$ cat config.mk
export PLATFORM = sky130hd
export DESIGN_NAME = vc_dest_arbiter
export DESIGN_NICKNAME = d
export VERILOG_FILES = /design/src/rtl/vc_dest_arbiter_pkg.sv /design/src/rtl/vc_starve_counter.sv /design/src/rtl/vc_dest_arbiter.sv
export SDC_FILE = /design/constraint.sdc
export NUM_CORES = 1
export LEC_CHECK = 0
export ABC_AREA = 1
export CAP_MARGIN = 10
export CORE_MARGIN = 2
export CORE_UTILIZATION = 43
export CTS_CLUSTER_SIZE = 25
export DETAILED_ROUTE_END_ITERATION = 12
export PLACE_DENSITY = 0.79
export SYNTH_ARGS = -nofsm -noshare
export SYNTH_HDL_FRONTEND = slang
export SYNTH_HIERARCHICAL = 1
export SYNTH_SLANG_ARGS = --single-unit
$ cat constraint.sdc
create_clock -name clk -period 2.1 [get_ports clk]
set_input_delay 0.315 -clock clk [delete_from_list [all_inputs] [get_ports clk]]
set_output_delay 0.315 -clock clk [all_outputs]
set_load 0.02 [all_outputs]
$ cat src/rtl/vc_dest_arbiter_pkg.sv
// Transaction-layer constants shared by the VC-to-destination arbiter and its helpers.
package vc_dest_arbiter_pkg;

    localparam int TL_DATA_W       = 6;
    localparam int TL_DEST_BIT     = 4;
    localparam int TL_STARVE_LIMIT = 3;
    localparam int TL_CNT_W        = 4;

    typedef enum logic [1:0] {
        ST_IDLE  = 2'd0,
        ST_SERVE = 2'd1,
        ST_ERROR = 2'd2
    } arb_state_e;

    localparam logic [1:0] GNT_NONE = 2'b00;
    localparam logic [1:0] GNT_VC0  = 2'b01;
    localparam logic [1:0] GNT_VC1  = 2'b10;

endpackage

$ cat src/rtl/vc_starve_counter.sv
// Saturating count of VC0 grants taken while VC1 was waiting; flags when VC1 must be forced.
module vc_starve_counter #(
    parameter int CNT_W = 4,
    parameter int LIMIT = 3
) (
    input  logic clk,
    input  logic rst_ni,
    input  logic hold_i,
    input  logic clr_i,
    input  logic inc_i,
    output logic at_limit_o
);

    localparam logic [CNT_W-1:0] LIMIT_C = CNT_W'(LIMIT);

    logic [CNT_W-1:0] cnt_q, cnt_d;

    // hold wins over clear so a disabled arbiter keeps its fairness history
    always_comb begin
        cnt_d = cnt_q;
        if (!hold_i) begin
            if (clr_i) begin
                cnt_d = '0;
            end else if (inc_i && (cnt_q != LIMIT_C)) begin
                cnt_d = cnt_q + 1'b1;
            end
        end
    end

    always_ff @(posedge clk or negedge rst_ni) begin
        if (!rst_ni) begin
            cnt_q <= '0;
        end else begin
            cnt_q <= cnt_d;
        end
    end

    assign at_limit_o = (cnt_q == LIMIT_C);

endmodule

$ cat src/rtl/vc_dest_arbiter.sv
// Pops one eligible VC head per cycle (VC0 priority, VC1 starvation-bounded) and pushes it
// one cycle later into the destination FIFO selected by its destination bit.
module vc_dest_arbiter
    import vc_dest_arbiter_pkg::*;
#(
    parameter int DATA_W       = TL_DATA_W,
    parameter int DEST_BIT     = TL_DEST_BIT,
    parameter int STARVE_LIMIT = TL_STARVE_LIMIT,
    parameter int CNT_W        = TL_CNT_W
) (
    input  logic              clk,
    input  logic              reset,
    input  logic              enable,
    input  logic              vc0_empty,
    input  logic              vc1_empty,
    input  logic [DATA_W-1:0] vc0_data,
    input  logic [DATA_W-1:0] vc1_data,
    input  logic              d0_almost_full,
    input  logic              d1_almost_full,
    input  logic              d0_full,
    input  logic              d1_full,
    output logic              vc0_pop,
    output logic              vc1_pop,
    output logic              d0_push,
    output logic              d1_push,
    output logic [DATA_W-1:0] d_data,
    output logic [1:0]        grant,
    output logic              error_out,
    output arb_state_e        state_o
);

    arb_state_e        state_q, state_d;
    logic              d0_push_q, d0_push_d;
    logic              d1_push_q, d1_push_d;
    logic [DATA_W-1:0] d_data_q, d_data_d;
    logic [1:0]        grant_q, grant_d;

    logic              in_error;
    logic              af0, af1;
    logic              elig0, elig1;
    logic              at_limit;
    logic              gnt0, gnt1, any_gnt;
    logic [DATA_W-1:0] sel_data;
    logic              sel_dest;
    logic              overflow;

    assign in_error = (state_q == ST_ERROR);

    // each VC is blocked by the almost-full flag of the FIFO its head word is heading to
    assign af0   = vc0_data[DEST_BIT] ? d1_almost_full : d0_almost_full;
    assign af1   = vc1_data[DEST_BIT] ? d1_almost_full : d0_almost_full;
    assign elig0 = enable & ~vc0_empty & ~af0 & ~in_error;
    assign elig1 = enable & ~vc1_empty & ~af1 & ~in_error;

    assign gnt0    = elig0 & ~(elig1 & at_limit);
    assign gnt1    = elig1 & (~elig0 | at_limit);
    assign any_gnt = gnt0 | gnt1;

    assign sel_data = gnt1 ? vc1_data : vc0_data;
    assign sel_dest = sel_data[DEST_BIT];
    assign overflow = any_gnt & (sel_dest ? d1_full : d0_full);

    vc_starve_counter #(
        .CNT_W (CNT_W),
        .LIMIT (STARVE_LIMIT)
    ) u_starve (
        .clk        (clk),
        .rst_ni     (reset),
        .hold_i     (~enable),
        .clr_i      (gnt1 | ~elig1),
        .inc_i      (gnt0 & elig1),
        .at_limit_o (at_limit)
    );

    always_comb begin
        state_d   = state_q;
        d0_push_d = 1'b0;
        d1_push_d = 1'b0;
        d_data_d  = d_data_q;
        grant_d   = GNT_NONE;

        if (any_gnt) begin
            d_data_d = sel_data;
            grant_d  = gnt1 ? GNT_VC1 : GNT_VC0;
            // a word aimed at a full FIFO is dropped and latches the error
            if (!overflow) begin
                d0_push_d = ~sel_dest;
                d1_push_d = sel_dest;
            end
        end

        case (state_q)
            ST_ERROR: state_d = ST_ERROR;
            default: begin
                if (overflow) begin
                    state_d = ST_ERROR;
                end else if (any_gnt) begin
                    state_d = ST_SERVE;
                end else begin
                    state_d = ST_IDLE;
                end
            end
        endcase
    end

    always_ff @(posedge clk or negedge reset) begin
        if (!reset) begin
            state_q   <= ST_IDLE;
            d0_push_q <= 1'b0;
            d1_push_q <= 1'b0;
            d_data_q  <= '0;
            grant_q   <= GNT_NONE;
        end else begin
            state_q   <= state_d;
            d0_push_q <= d0_push_d;
            d1_push_q <= d1_push_d;
            d_data_q  <= d_data_d;
            grant_q   <= grant_d;
        end
    end

    assign vc0_pop   = gnt0 & reset;
    assign vc1_pop   = gnt1 & reset;
    assign d0_push   = d0_push_q;
    assign d1_push   = d1_push_q;
    assign d_data    = d_data_q;
    assign grant     = grant_q;
    assign error_out = in_error;
    assign state_o   = state_q;

endmodule

==> impl_metrics.py, run 1 <==
metrics = {
    "status": {
        "run_status": "finished clean",
    },
    "floorplanning": {
        "initial_core_util_pct": 46.6,
        "die_h_um": 50.6,
        "ioPinCount": 36,
        "die_x_um": 50.6,
        "die_area_um2": 2560,
        "row_count": 16,
        "core_um2": 2000,
    },
    "timing": {
        "tightest_slew_ns": 0.239,
        "fmax_mhz": 518,
        "slew_headroom_pct": 84.0,
        "drv_slew": 0,
        "finalCriticalPeriod_ns": 1.93,
        "finalHoldViolCount": 0,
        "timing.final.crit_share_pct": 92.0,
        "finalSetupViolCount": 0,
        "clock_skew_ns": 0.00873,
        "setup_tns_ns": 0,
    },
    "finish": {
        "final_nets": 192,
        "n_antenna_cell": 0,
        "areaGrowthSynthToFinish_pct": 53.2,
        "layout-drive-gt1-share_pct": 23.1,
    },
    "grt": {
        "grt_usage_pct": 19.8,
        "met3_usage_pct": 4.17,
        "grt_pass1_vias": 908,
        "grt_start_max_net_pins": 17,
        "gr-usage-met1_pct": 25.3,
        "grt_pass1_wl_um": 3840,
        "met2_usage_pct": 33.1,
        "grt-ovfl-total": 0,
        "antenna_found_initial": 0,
        "busiest_layer": "met2",
    },
    "synth": {
        "yosys.area.top_type": "dfrtp_1",
        "syn_area_um2": 933,
        "postSynthCellCount": 119,
        "yosys.cell_types.count": 20,
        "post_synth.cell_area_avg_um2": 7.84,
        "ys_seq_area_share_pct": 42.9,
        "ys_top_cells_by_area": "dfrtp_1 (43%), nand2_1 (13%), nand3_1 (8.0%)",
        "synth_top_area_share_pct": 42.9,
        "ys_seq_elements": 16,
        "syn_nets": 141,
        "synth_warnings": 6,
    },
    "drt": {
        "drt_wl_total_um": 2210,
        "viasPerCell": 4.71,
        "routedWlPerCell_um": 11.3,
        "drc": 0,
        "vias": 924,
        "dr.pass1.iters": 4,
        "drtIter0Drc": 7,
        "ant_nets": 0,
    },
    "min_path": {
        "hold_path_class": "input pin to asynchronous set/reset pin",
    },
    "clock_network": {
        "cts_tree": "done",
        "insertion_delay_ns": 0.29,
        "clk_path_buf_depth": 2,
        "root_buffer": "clkbuf_4",
        "path_clk_slew_ns": 0.10,
        "cts_made_buffers": 3,
        "cts_hold_buf": 0,
        "clkSinkCount": 16,
        "h-tree-depth": 1,
    },
    "placed_design": {
        "gp_congestion": 0.751,
        "dp_hpwl_um": 1810,
        "port_buffers": 35,
    },
    "job": {
        "drv_cap": 0,
    },
    "setup_path": {
        "reg2reg_to": "u_starve/cnt_q[1]$_DFFE_PN0P_",
        "cp-start-kind": "flop",
        "worst_r2r_path_depth": 12,
        "worstPathArrival_ns": 1.62,
        "r2r_slack_ns": 0.18,
        "r2r_start": "u_starve/cnt_q[0]$_DFFE_PN0P_",
        "end_kind": "output pin",
        "critPathRequiredTime_ns": 1.78,
        "critPathKind": "flop to output pin",
        "cp_max_fo": 4,
    },
    "power_and_ir_drop": {
        "power_w": 0.00116,
        "power_density_nw_per_um2": 812,
        "cellLeakagePower_nw": 0.709,
        "ir_drop_mv": 0.568,
    },
}
-- metal layers --
metal,vias to the layer above,wire [um]
met2,22,1120
met1,429,971
met4,0,30
li1,468,-
met5,-,0
met3,5,88
-- worst max path at each step --
stage,from,to,slack (ns),cells past startpoint
final,u_starve/cnt_q[0]$_DFFE_PN0P_,vc0_pop,0.17,7
after global routing,u_starve/cnt_q[0]$_DFFE_PN0P_,u_starve/cnt_q[2]$_DFFE_PN0P_,-0.004,11
after CTS,u_starve/cnt_q[0]$_DFFE_PN0P_,vc0_pop,0.02,7
after detailed placement,vc1_data[4],vc0_pop,-0.28,7
after global placement,d0_almost_full,vc0_pop,-0.20,8
after floorplan,state_o[1]$_DFF_PN0_,vc1_pop,0.36,6
-- critical path, cell delays in order, from the launching register on --
cell and delay [ns]:
dfrtp_1 0.42, ha_1 0.24, nand2_1 0.12, inv_1 0.08, a21oi_2 0.17, inv_1 0.06
nor2_1 0.07, buf_2 0.16
-- Yosys cell counts --
cell type / number
nand2_1: 33
dfrtp_1: 16
inv_1: 16
nand3_1: 15
nor2_1: 12
inv_2: 5
nand2_4: 4
nand2_2: 3
nand3_2: 3
a21oi_1: 2
a21oi_2: 1
a31oi_1: 1
ha_1: 1
nand3_4: 1
nand3b_1: 1
nor2_2: 1
nor2_4: 1
nor2_8: 1
nor3b_1: 1
o21ai_2: 1
-- sequential cells by signal (all words and copies together) (netlist names) --
| signal | cells |
|---|---|
| grant | 2 |
| state_o | 2 |
| u_starve/cnt_q | 4 |
| d_data | 6 |
| d1_push | 1 |
| d0_push | 1 |
-- layout by cell type, fill, tap and decap left out, drive strengths merged --
| cell type | count |
|---|---|
| o21ai | 1 |
| a21oi | 3 |
| clkdlybuf4s50 | 33 |
| nand3b | 1 |
| nand3 | 19 |
| a31oi | 1 |
| nand2 | 40 |
| inv | 21 |
| ha | 1 |
| clkbuf | 5 |
| buf | 12 |
| dfrtp | 16 |
| nor2 | 15 |
| nor3b | 1 |
-- cells by family after synthesis --
group                      after synthesis  share of synthesized area [%]
and+or+nand+nor                         76                           43.7
adders and majority gates                1                           1.34
AOI/OAI and AO/OA                        5                           3.62
DFF                                     16                           42.9
buffers and inverters                   21                           8.45
-- layout make-up --
type                    count  area (um2)
fillers                   163         572
multi-input cells          82         458
inverters                  21        78.8
flip-flops and latches     16         400
repair buffers             46         423
well taps                  27        33.8
clock buffers               4        36.3
-- per-stage QoR --
stage | setup WS, ns | hold slack (ns) | instance area (um2) | utilization (%) | std cells
after floorplan | 0.356 | 0.0194 | 933 | - | 119
after global placement | -0.201 | 0.479 | 1400 | 69.9 | 192
after detailed placement | -0.282 | 0.488 | 1400 | 69.9 | 192
after CTS | 0.0163 | 0.382 | 1440 | 71.8 | 196
after global routing | -0.00410 | 0.403 | 1430 | 71.4 | 196
final | 0.169 | 0.373 | 1430 | 71.4 | 196
-- what timing repair did --
item	CTS	global route
hold endpoints to repair	0	0
buffers inserted	0	0
setup endpoints to repair	2	2
resized for setup	4	4
-- report_power, final --
| group | internal (W) | switching, W |
|---|---|---|
| registers | 0.000381 | 0.0000412 |
| logic | 0.000254 | 0.000277 |
| clock network | 0.000106 | 0.000102 |
| total | 0.000741 | 0.000420 |
Power figures use the tool's default switching activity.
==> inputs of run 2 (changes only) <==
- CORE_MARGIN: 2 -> 10
- GPL_TIMING_DRIVEN: default -> 0
==> impl_metrics.py, run 2 (synthesis results as in run 1) <==
metrics = {
    "placed_design": {
        "gp_congestion": 0.773,
        "port_buffers": 35,
        "dp_hpwl_um": 2000,
        "place_inst": 181,
    },
    "clock_network": {
        "cts_hold_buf": 0,
        "root_buffer": "clkbuf_4",
        "path_clk_slew_ns": 0.10,
        "h-tree-depth": 1,
        "clk_path_buf_depth": 2,
        "cts_tree": "done",
        "clkSinkCount": 16,
        "insertion_delay_ns": 0.29,
        "cts_made_buffers": 3,
    },
    "finish": {
        "areaGrowthSynthToFinish_pct": 48.1,
        "final_nets": 182,
        "largest_reg_flops": 6,
        "n_antenna_cell": 0,
        "final_cell_mix": "nand2_1 (31), clkdlybuf4s50_1 (31), inv_1 (16), dfrtp_1 (16), nand3_1 (15)",
        "fin_cells": 186,
        "layout-drive-gt1-share_pct": 19.5,
        "fillers": 171,
    },
    "job": {
        "drv_cap": 0,
    },
    "drt": {
        "drtIter0Drc": 53,
        "drt_wl_total_um": 2520,
        "viasPerCell": 4.72,
        "drc": 0,
        "routedWlPerCell_um": 13.5,
        "vias": 878,
        "ant_nets": 0,
        "dr.pass1.iters": 4,
    },
    "status": {
        "run_status": "finished clean",
    },
    "min_path": {
        "hold_path_class": "input pin to asynchronous set/reset pin",
    },
    "timing": {
        "timing.final.crit_share_pct": 93.2,
        "rsz0062_at_grt": "false",
        "slew_headroom_pct": 49.9,
        "tightest_slew_ns": 0.752,
        "clock_skew_ns": 0.00327,
        "finalCriticalPeriod_ns": 1.96,
        "drv_slew": 0,
        "finalHoldViolCount": 0,
        "fmax_mhz": 511,
        "finalSetupViolCount": 0,
        "timing.hold.ws_ns": 0.186,
    },
    "floorplanning": {
        "core_um2": 2020,
        "die_x_um": 66.6,
        "die_h_um": 66.6,
        "initial_core_util_pct": 46.2,
        "ioPinCount": 36,
        "row_count": 16,
        "die_area_um2": 4430,
    },
    "setup_path": {
        "worstPathArrival_ns": 1.64,
        "crit_slowest_cell": "dfrtp_1",
        "critPathKind": "flop to output pin",
        "cp-start-kind": "flop",
        "cp_common_cell": "inv_1",
        "critPathRequiredTime_ns": 1.78,
        "path_cells": "ha_1 > nand2_1 > inv_1 > inv_1 > nand3_4 > nand2_8 > nor2_1 > clkbuf_2",
        "cp_max_fo": 9,
        "cpPeakStageDelay_ns": 0.40,
        "end_kind": "output pin",
    },
    "grt": {
        "grt-ovfl-total": 0,
        "grt_start_max_net_pins": 18,
        "grt_usage_pct": 11.8,
        "grt_pass1_wl_um": 4100,
        "antenna_found_initial": 0,
        "grt_pass1_vias": 909,
    },
    "power_and_ir_drop": {
        "power_density_nw_per_um2": 838,
        "ir_drop_mv": 0.774,
        "cellLeakagePower_nw": 0.676,
    },
}
-- run 2: cell types whose count changed in the layout (fill, tap and decap cells not counted), sizes merged --
cell           delta
clkdlybuf4s50     -2
buf              -10
dlygate4sd2       +1
dlymetal6s2s      +1
-- run 2: cell type report --
type	count	area, um2	share of cell area [%]
multi-input cells	82	484	35.0
clock buffers	4	36.3	2.62
repair buffers	36	349	25.2
inverters	21	78.8	5.70
well taps	27	33.8	2.44
flip-flops and latches	16	400	29.0
-- run 2: stage by stage --
stage	cell area (um2)	total power, W	utilization (%)	setup WS (ns)	setup TNS, ns
after global placement	1320	0.000937	65.2	-0.434	-0.866
after detailed placement	1320	0.000952	65.2	-0.423	-0.843
final	1380	0.00116	68.4	0.144	0
after CTS	1370	0.00117	67.8	-0.0279	-0.0279
after global routing	1380	0.00123	68.4	0.0215	0
after floorplan	933	0.000685	-	0.356	0
-- run 2: path summary, 6_finish.rpt --
check                                         startpoint                            end  slack [ns]  cells after the start
hold / removal                                     reset  u_starve/cnt_q[3]$_DFFE_PN0P_        0.19                      1
setup / recovery           u_starve/cnt_q[0]$_DFFE_PN0P_                        vc1_pop        0.14                      8
hold reg to reg                    d_data[0]$_DFFE_PN0P_          d_data[0]$_DFFE_PN0P_        0.51                      2
setup reg to reg           u_starve/cnt_q[0]$_DFFE_PN0P_  u_starve/cnt_q[1]$_DFFE_PN0P_        0.29                     11
min in group clk                             vc1_data[4]          d_data[4]$_DFFE_PN0P_        0.45                      3
max in group asynchronous                          reset          d_data[2]$_DFFE_PN0P_        1.44                      1
-- run 2: per-layer routing --
layer	GRT usage, %	up-vias	routed length (um)	part of all wire, %
met5	0	-	0	0
met4	3.14	0	20	0.79
met3	6.19	4	213	8.5
met2	20.6	25	1250	50
met1	12.0	400	1030	41
li1	-	449	-	-
-- run 2: power breakdown --
group	switching (W)	total (W)	internal (W)
combinational	0.000287	0.000526	0.000239
sequential	0.0000423	0.000423	0.000381
clock	0.000103	0.000209	0.000106
total	0.000433	0.00116	0.000725
-- run 2: worst max-delay path: cells and delay by family (launching register included) --
| kind | cells | cell delay (ns) |
|---|---|---|
| adder cells (fa/ha/maj) | 1 | 0.23 |
| flip-flops | 1 | 0.40 |
| buffers and inverters | 3 | 0.31 |
| AND/OR/NAND/NOR | 4 | 0.41 |
-- run 2: timing repair --
item	in CTS	in global routing
endpoints found under the setup margin	2	2
gates resized for setup	7	8
endpoints found under the hold margin	0	0
pin swaps	0	0
buffers inserted	1	0
